$ cat src/rtl/id_ex_stage.sv
// ID/EX pipeline register with load-use hazard detection, bubble insertion and a saturating stall counter.
// Optional macro WB_BYPASS_EN forwards same-cycle write-back data into ex_data_1/ex_data_2.
module id_ex_stage #(
    parameter int DATA_W = 32,
    parameter int CNT_W  = 16
) (
    input  logic              clk,
    input  logic              reset,
    input  logic [31:0]       if_id_instr,
    input  logic [DATA_W-1:0] if_id_pc_plus4,
    input  logic              if_id_valid,
    output logic [4:0]        read_reg_1,
    output logic [4:0]        read_reg_2,
    input  logic [DATA_W-1:0] read_data_1,
    input  logic [DATA_W-1:0] read_data_2,
    input  logic              ctrl_reg_write,
    input  logic              ctrl_mem_read,
    input  logic              ctrl_mem_write,
    input  logic              ctrl_mem_to_reg,
    input  logic              ctrl_alu_src,
    input  logic              ctrl_reg_dst,
    input  logic              ctrl_branch,
    input  logic [1:0]        ctrl_alu_op,
    input  logic              flush,
    input  logic              wb_reg_write,
    input  logic [4:0]        wb_write_reg,
    input  logic [DATA_W-1:0] wb_write_data,
    output logic              stall,
    output logic              ex_valid,
    output logic              ex_reg_write,
    output logic              ex_mem_read,
    output logic              ex_mem_write,
    output logic              ex_mem_to_reg,
    output logic              ex_alu_src,
    output logic              ex_reg_dst,
    output logic              ex_branch,
    output logic [1:0]        ex_alu_op,
    output logic [DATA_W-1:0] ex_data_1,
    output logic [DATA_W-1:0] ex_data_2,
    output logic [DATA_W-1:0] ex_imm,
    output logic [4:0]        ex_rs,
    output logic [4:0]        ex_rt,
    output logic [4:0]        ex_rd,
    output logic [5:0]        ex_funct,
    output logic [DATA_W-1:0] ex_pc_plus4,
    output logic [CNT_W-1:0]  stall_count
);

    typedef enum logic {RUN, BUBBLE} state_t;

    state_t            state_q;
    state_t            state_d;
    logic              hazard;
    logic              load_bubble;
    logic [DATA_W-1:0] data_1_sel;
    logic [DATA_W-1:0] data_2_sel;

    assign read_reg_1 = if_id_instr[25:21];
    assign read_reg_2 = if_id_instr[20:16];

    // A load in EX whose destination feeds the ID instruction cannot be forwarded in time.
    assign hazard = if_id_valid & ex_valid & ex_mem_read & (ex_rt != 5'd0) &
                    ((ex_rt == read_reg_1) | (ex_rt == read_reg_2));
    assign stall       = hazard & ~flush;
    assign load_bubble = flush | hazard | ~if_id_valid;

`ifdef WB_BYPASS_EN
    always_comb begin
        data_1_sel = read_data_1;
        data_2_sel = read_data_2;
        if (wb_reg_write && (wb_write_reg != 5'd0) && (wb_write_reg == read_reg_1))
            data_1_sel = wb_write_data;
        if (wb_reg_write && (wb_write_reg != 5'd0) && (wb_write_reg == read_reg_2))
            data_2_sel = wb_write_data;
    end
`else
    assign data_1_sel = read_data_1;
    assign data_2_sel = read_data_2;
`endif

    always_comb begin
        state_d = state_q;
        case (state_q)
            RUN:     if (stall) state_d = BUBBLE;
            BUBBLE:  state_d = RUN;
            default: state_d = RUN;
        endcase
    end

    always_ff @(posedge clk) begin
        if (reset) begin
            state_q     <= RUN;
            stall_count <= '0;
        end else begin
            state_q <= state_d;
            if ((state_q == RUN) && (state_d == BUBBLE) && (stall_count != {CNT_W{1'b1}}))
                stall_count <= stall_count + 1'b1;
        end
    end

    // Data and address fields always follow ID; only validity and controls are zeroed for a bubble.
    always_ff @(posedge clk) begin
        if (reset) begin
            ex_valid      <= 1'b0;
            ex_reg_write  <= 1'b0;
            ex_mem_read   <= 1'b0;
            ex_mem_write  <= 1'b0;
            ex_mem_to_reg <= 1'b0;
            ex_alu_src    <= 1'b0;
            ex_reg_dst    <= 1'b0;
            ex_branch     <= 1'b0;
            ex_alu_op     <= 2'b00;
            ex_data_1     <= '0;
            ex_data_2     <= '0;
            ex_imm        <= '0;
            ex_rs         <= 5'd0;
            ex_rt         <= 5'd0;
            ex_rd         <= 5'd0;
            ex_funct      <= 6'd0;
            ex_pc_plus4   <= '0;
        end else begin
            ex_data_1   <= data_1_sel;
            ex_data_2   <= data_2_sel;
            ex_imm      <= {{(DATA_W-16){if_id_instr[15]}}, if_id_instr[15:0]};
            ex_rs       <= read_reg_1;
            ex_rt       <= read_reg_2;
            ex_rd       <= if_id_instr[15:11];
            ex_funct    <= if_id_instr[5:0];
            ex_pc_plus4 <= if_id_pc_plus4;
            if (load_bubble) begin
                ex_valid      <= 1'b0;
                ex_reg_write  <= 1'b0;
                ex_mem_read   <= 1'b0;
                ex_mem_write  <= 1'b0;
                ex_mem_to_reg <= 1'b0;
                ex_alu_src    <= 1'b0;
                ex_reg_dst    <= 1'b0;
                ex_branch     <= 1'b0;
                ex_alu_op     <= 2'b00;
            end else begin
                ex_valid      <= 1'b1;
                ex_reg_write  <= ctrl_reg_write;
                ex_mem_read   <= ctrl_mem_read;
                ex_mem_write  <= ctrl_mem_write;
                ex_mem_to_reg <= ctrl_mem_to_reg;
                ex_alu_src    <= ctrl_alu_src;
                ex_reg_dst    <= ctrl_reg_dst;
                ex_branch     <= ctrl_branch;
                ex_alu_op     <= ctrl_alu_op;
            end
        end
    end

endmodule

$ cat config.mk
export PLATFORM = sky130hd
export DESIGN_NAME = id_ex_stage
export DESIGN_NICKNAME = d
export VERILOG_FILES = /design/src/rtl/id_ex_stage.sv
export SDC_FILE = /design/constraint.sdc
export NUM_CORES = 1
export LEC_CHECK = 0
export CORE_UTILIZATION = 25
export CTS_CLUSTER_DIAMETER = 30
export DETAILED_ROUTE_END_ITERATION = 10
export DONT_BUFFER_PORTS = 1
export PLACE_DENSITY = 0.45
export SYNTH_ARGS = -nofsm -noshare
export SYNTH_HDL_FRONTEND = slang
export SYNTH_SLANG_ARGS = --single-unit
$ cat constraint.sdc
create_clock -name clk -period 5.2 [get_ports clk]
set_input_delay 0.52 -clock clk [delete_from_list [all_inputs] [get_ports clk]]
set_output_delay 0.52 -clock clk [all_outputs]
set_load 0.005 [all_outputs]
==> flow_summary.json <==
{
  "cts_buffers": 17,
  "clock_latency_ps": 410,
  "ff2ff_path_depth": 5,
  "die_w_um": 142,
  "finalSetupViolations": 0,
  "cts_tree": "built",
  "layout.cells.most_common": "dfxtp_1",
  "power.density_nw_per_um2": 456,
  "grtUsageTotal_pct": 10.8,
  "grt_start_max_net_pins": 148,
  "overflow": 0,
  "p_sw_w": 0.000582,
  "cts_setup_buffers": 0,
  "fillers": 1961,
  "cp-end-kind": "output pin",
  "cts_resized": 0,
  "period_share_pct": 49.5,
  "critPathMaxFanout": 9,
  "layout_common_cells": "dfxtp_1, nor2b_1, clkbuf_16, nor2_1, and2_1",
  "start_util_pct": 25.8,
  "tightest_slew_ps": 958,
  "syn_inst": 448,
  "async_flop_share_pct": 0,
  "syn_to_final_growth_pct": 11.9,
  "status": "finished, final reports clean",
  "combinationalPowerShare_pct": 2.1,
  "max-slew-margin-rel_pct": 36.1,
  "path_class": "reg2out",
  "rsz0062_at_grt": "false",
  "hold-path-cell-count": 1,
  "die_h_um": 142,
  "multiInputGateArea_um2": 1550,
  "hp-class": "in2reg",
  "p_int_w": 0.00191,
  "hpwl_mm": 7.95,
  "clkSinkCount": 149,
  "synth_edf_count": 0,
  "seqCellArea_um2": 2980,
  "p_leak_nw": 2.05,
  "synth_warnings": 0,
  "post-route-util_pct": 28.8,
  "numPortBuffers": 0,
  "fin_worst_skew_ps": 7.13,
  "synth_top_area_share_pct": 61.1,
  "vias_per_cell": 4.15,
  "ys_seq_area_share_pct": 61.1,
  "vias": 2857,
  "synth_seq_cells": 149,
  "syn-num-nets": 628,
  "route.detailed.drc": 0,
  "pwr-share-seq_pct": 49.4,
  "ctsHoldBuffers": 0,
  "dieArea_um2": 20100,
  "post_drt_wl_per_cell_um": 16.0,
  "switching_share_pct": 23.4,
  "drtPass1Iterations": 6,
  "layout-drive-gt1-share_pct": 10.1,
  "synthFlopType": "dfxtp_1",
  "coreArea_um2": 19000,
  "crit_required_ps": 4680,
  "ys_types": 31,
  "netlist_area_um2": 4880,
  "root_buffer": "clkbuf_16",
  "num_rows": 50,
  "antenna_found_initial": 3,
  "hold_viol": 0,
  "start_kind": "register",
  "setup_tns_ps": 0,
  "clkSlewWorstSetupHoldPaths_ps": 60,
  "clkPwrFrac_pct": 48.4,
  "cp.arrival_ps": 2060,
  "fin_nets": 593,
  "yosysTopAreaCell": "dfxtp_1",
  "drv_cap": 0,
  "ios": 365,
  "htree_levels": 4,
  "finalCriticalPeriod_ps": 2580,
  "drt_wl_total_mm": 11.0,
  "grt_pass1_vias": 2867,
  "gp_congestion": 0.786,
  "grt_pass1_wl_mm": 16.0,
  "slew_viol_final": 0,
  "fmax_mhz": 388,
  "vdd_drop_max_mv": 0.204,
  "drt_iter0_drc": 88,
  "clk_path_buf_depth": 2,
  "detail-route-antenna-nets": 0,
  "syn_area_per_cell_um2": 10.9,
  "reg.largest.list": "ex_data_1 x32, ex_data_2 x32, ex_pc_plus4 x32",
  "synth.top_cells.by_area": "dfxtp_1, nor2b_1, buf_4, xor2_1, mux2_2"
}
[through the flow]
step | setup WS [ps] | power, W | instances | instance area [µm²] | hold WS (ps)
finish | 2620 | 0.00249 | 689 | 5460 | 179
floorplan | 3200 | 0.00133 | 448 | 4880 | 399
global placement | 2940 | 0.00131 | 654 | 4870 | 408
global route | 2520 | 0.00260 | 688 | 5460 | 154
CTS | 2540 | 0.00254 | 686 | 5460 | 149
detailed placement | 2930 | 0.00131 | 654 | 4870 | 409
[cells in the mapped netlist (2+ instances only)]
cell type,number
nor2_1,12
dfxtp_1,149
nor3_1,7
nor4_1,3
nand2_1,6
nor3b_1,2
or4_1,5
buf_4,37
nor2b_1,130
o21ai_0,4
mux2_2,7
nand4_1,8
or3_1,3
xor2_1,10
a21oi_1,9
clkbuf_1,18
nand3_1,6
and2_1,11
and3_1,3
o31ai_1,5
and4_1,3
[logic make-up (layout without fill, tap and decap cells)]
group | after synthesis | in the layout | synth area share [%]
and+or+nand+nor | 202 | 202 | 25.1
DFF | 149 | 149 | 61.1
buffers and inverters | 56 | 34 | 7.15
AOI/OAI and AO/OA | 23 | 23 | 3.00
xor gates and xnor gates | 10 | 10 | 1.79
muxes | 7 | 7 | 1.61
adders and majority gates | 1 | 1 | 0.256
other | 0 | 3 | 0
[power by group through the flow]
stage	combinational, W	clock [W]	sequential (W)
5_1_grt	0.0000603	0.00130	0.00124
3_3_place_gp	0.0000530	0	0.00126
2_1_floorplan	0.0000825	0	0.00124
6_report	0.0000534	0.00121	0.00123
3_5_place_dp	0.0000556	0	0.00126
4_1_cts	0.0000550	0.00125	0.00123
[worst max-delay path: stages, from the launching register on]
cell and delay [ps]:
dfxtp_1 380, nor4_1 760, a21oi_2 280, nand2b_1 160
nor2_1 60
[per-layer routing]
layer	wire length (µm)	track usage, %	share of wire, %
met1	3920	10.5	36
met5	0	0	0
met4	215	5.09	2.0
met3	1310	6.92	12
met2	5560	18.0	51
[path summary, 6_finish.rpt]
path | start | to | slack [ps]
worst max-delay path | ex_rt[1] | stall | 2620
worst min-delay path | flush | state_q | 180
worst max register to register | ex_rt[1] | stall_count[6] | 3000
worst min register to register | state_q | state_q | 420
[cell type report]
cell class / count / area share [%]
Sequential cell: 149 / 54.6
Multi-Input combinational cell: 243 / 28.4
Clock buffer: 18 / 7.85
Tap cell: 260 / 5.95
Clock inverter: 14 / 2.86
Timing Repair Buffer: 1 / 0.137
Antenna cell: 3 / 0.137
Inverter: 1 / 0.0687
Note: power is estimated with default switching activity, not from simulation.
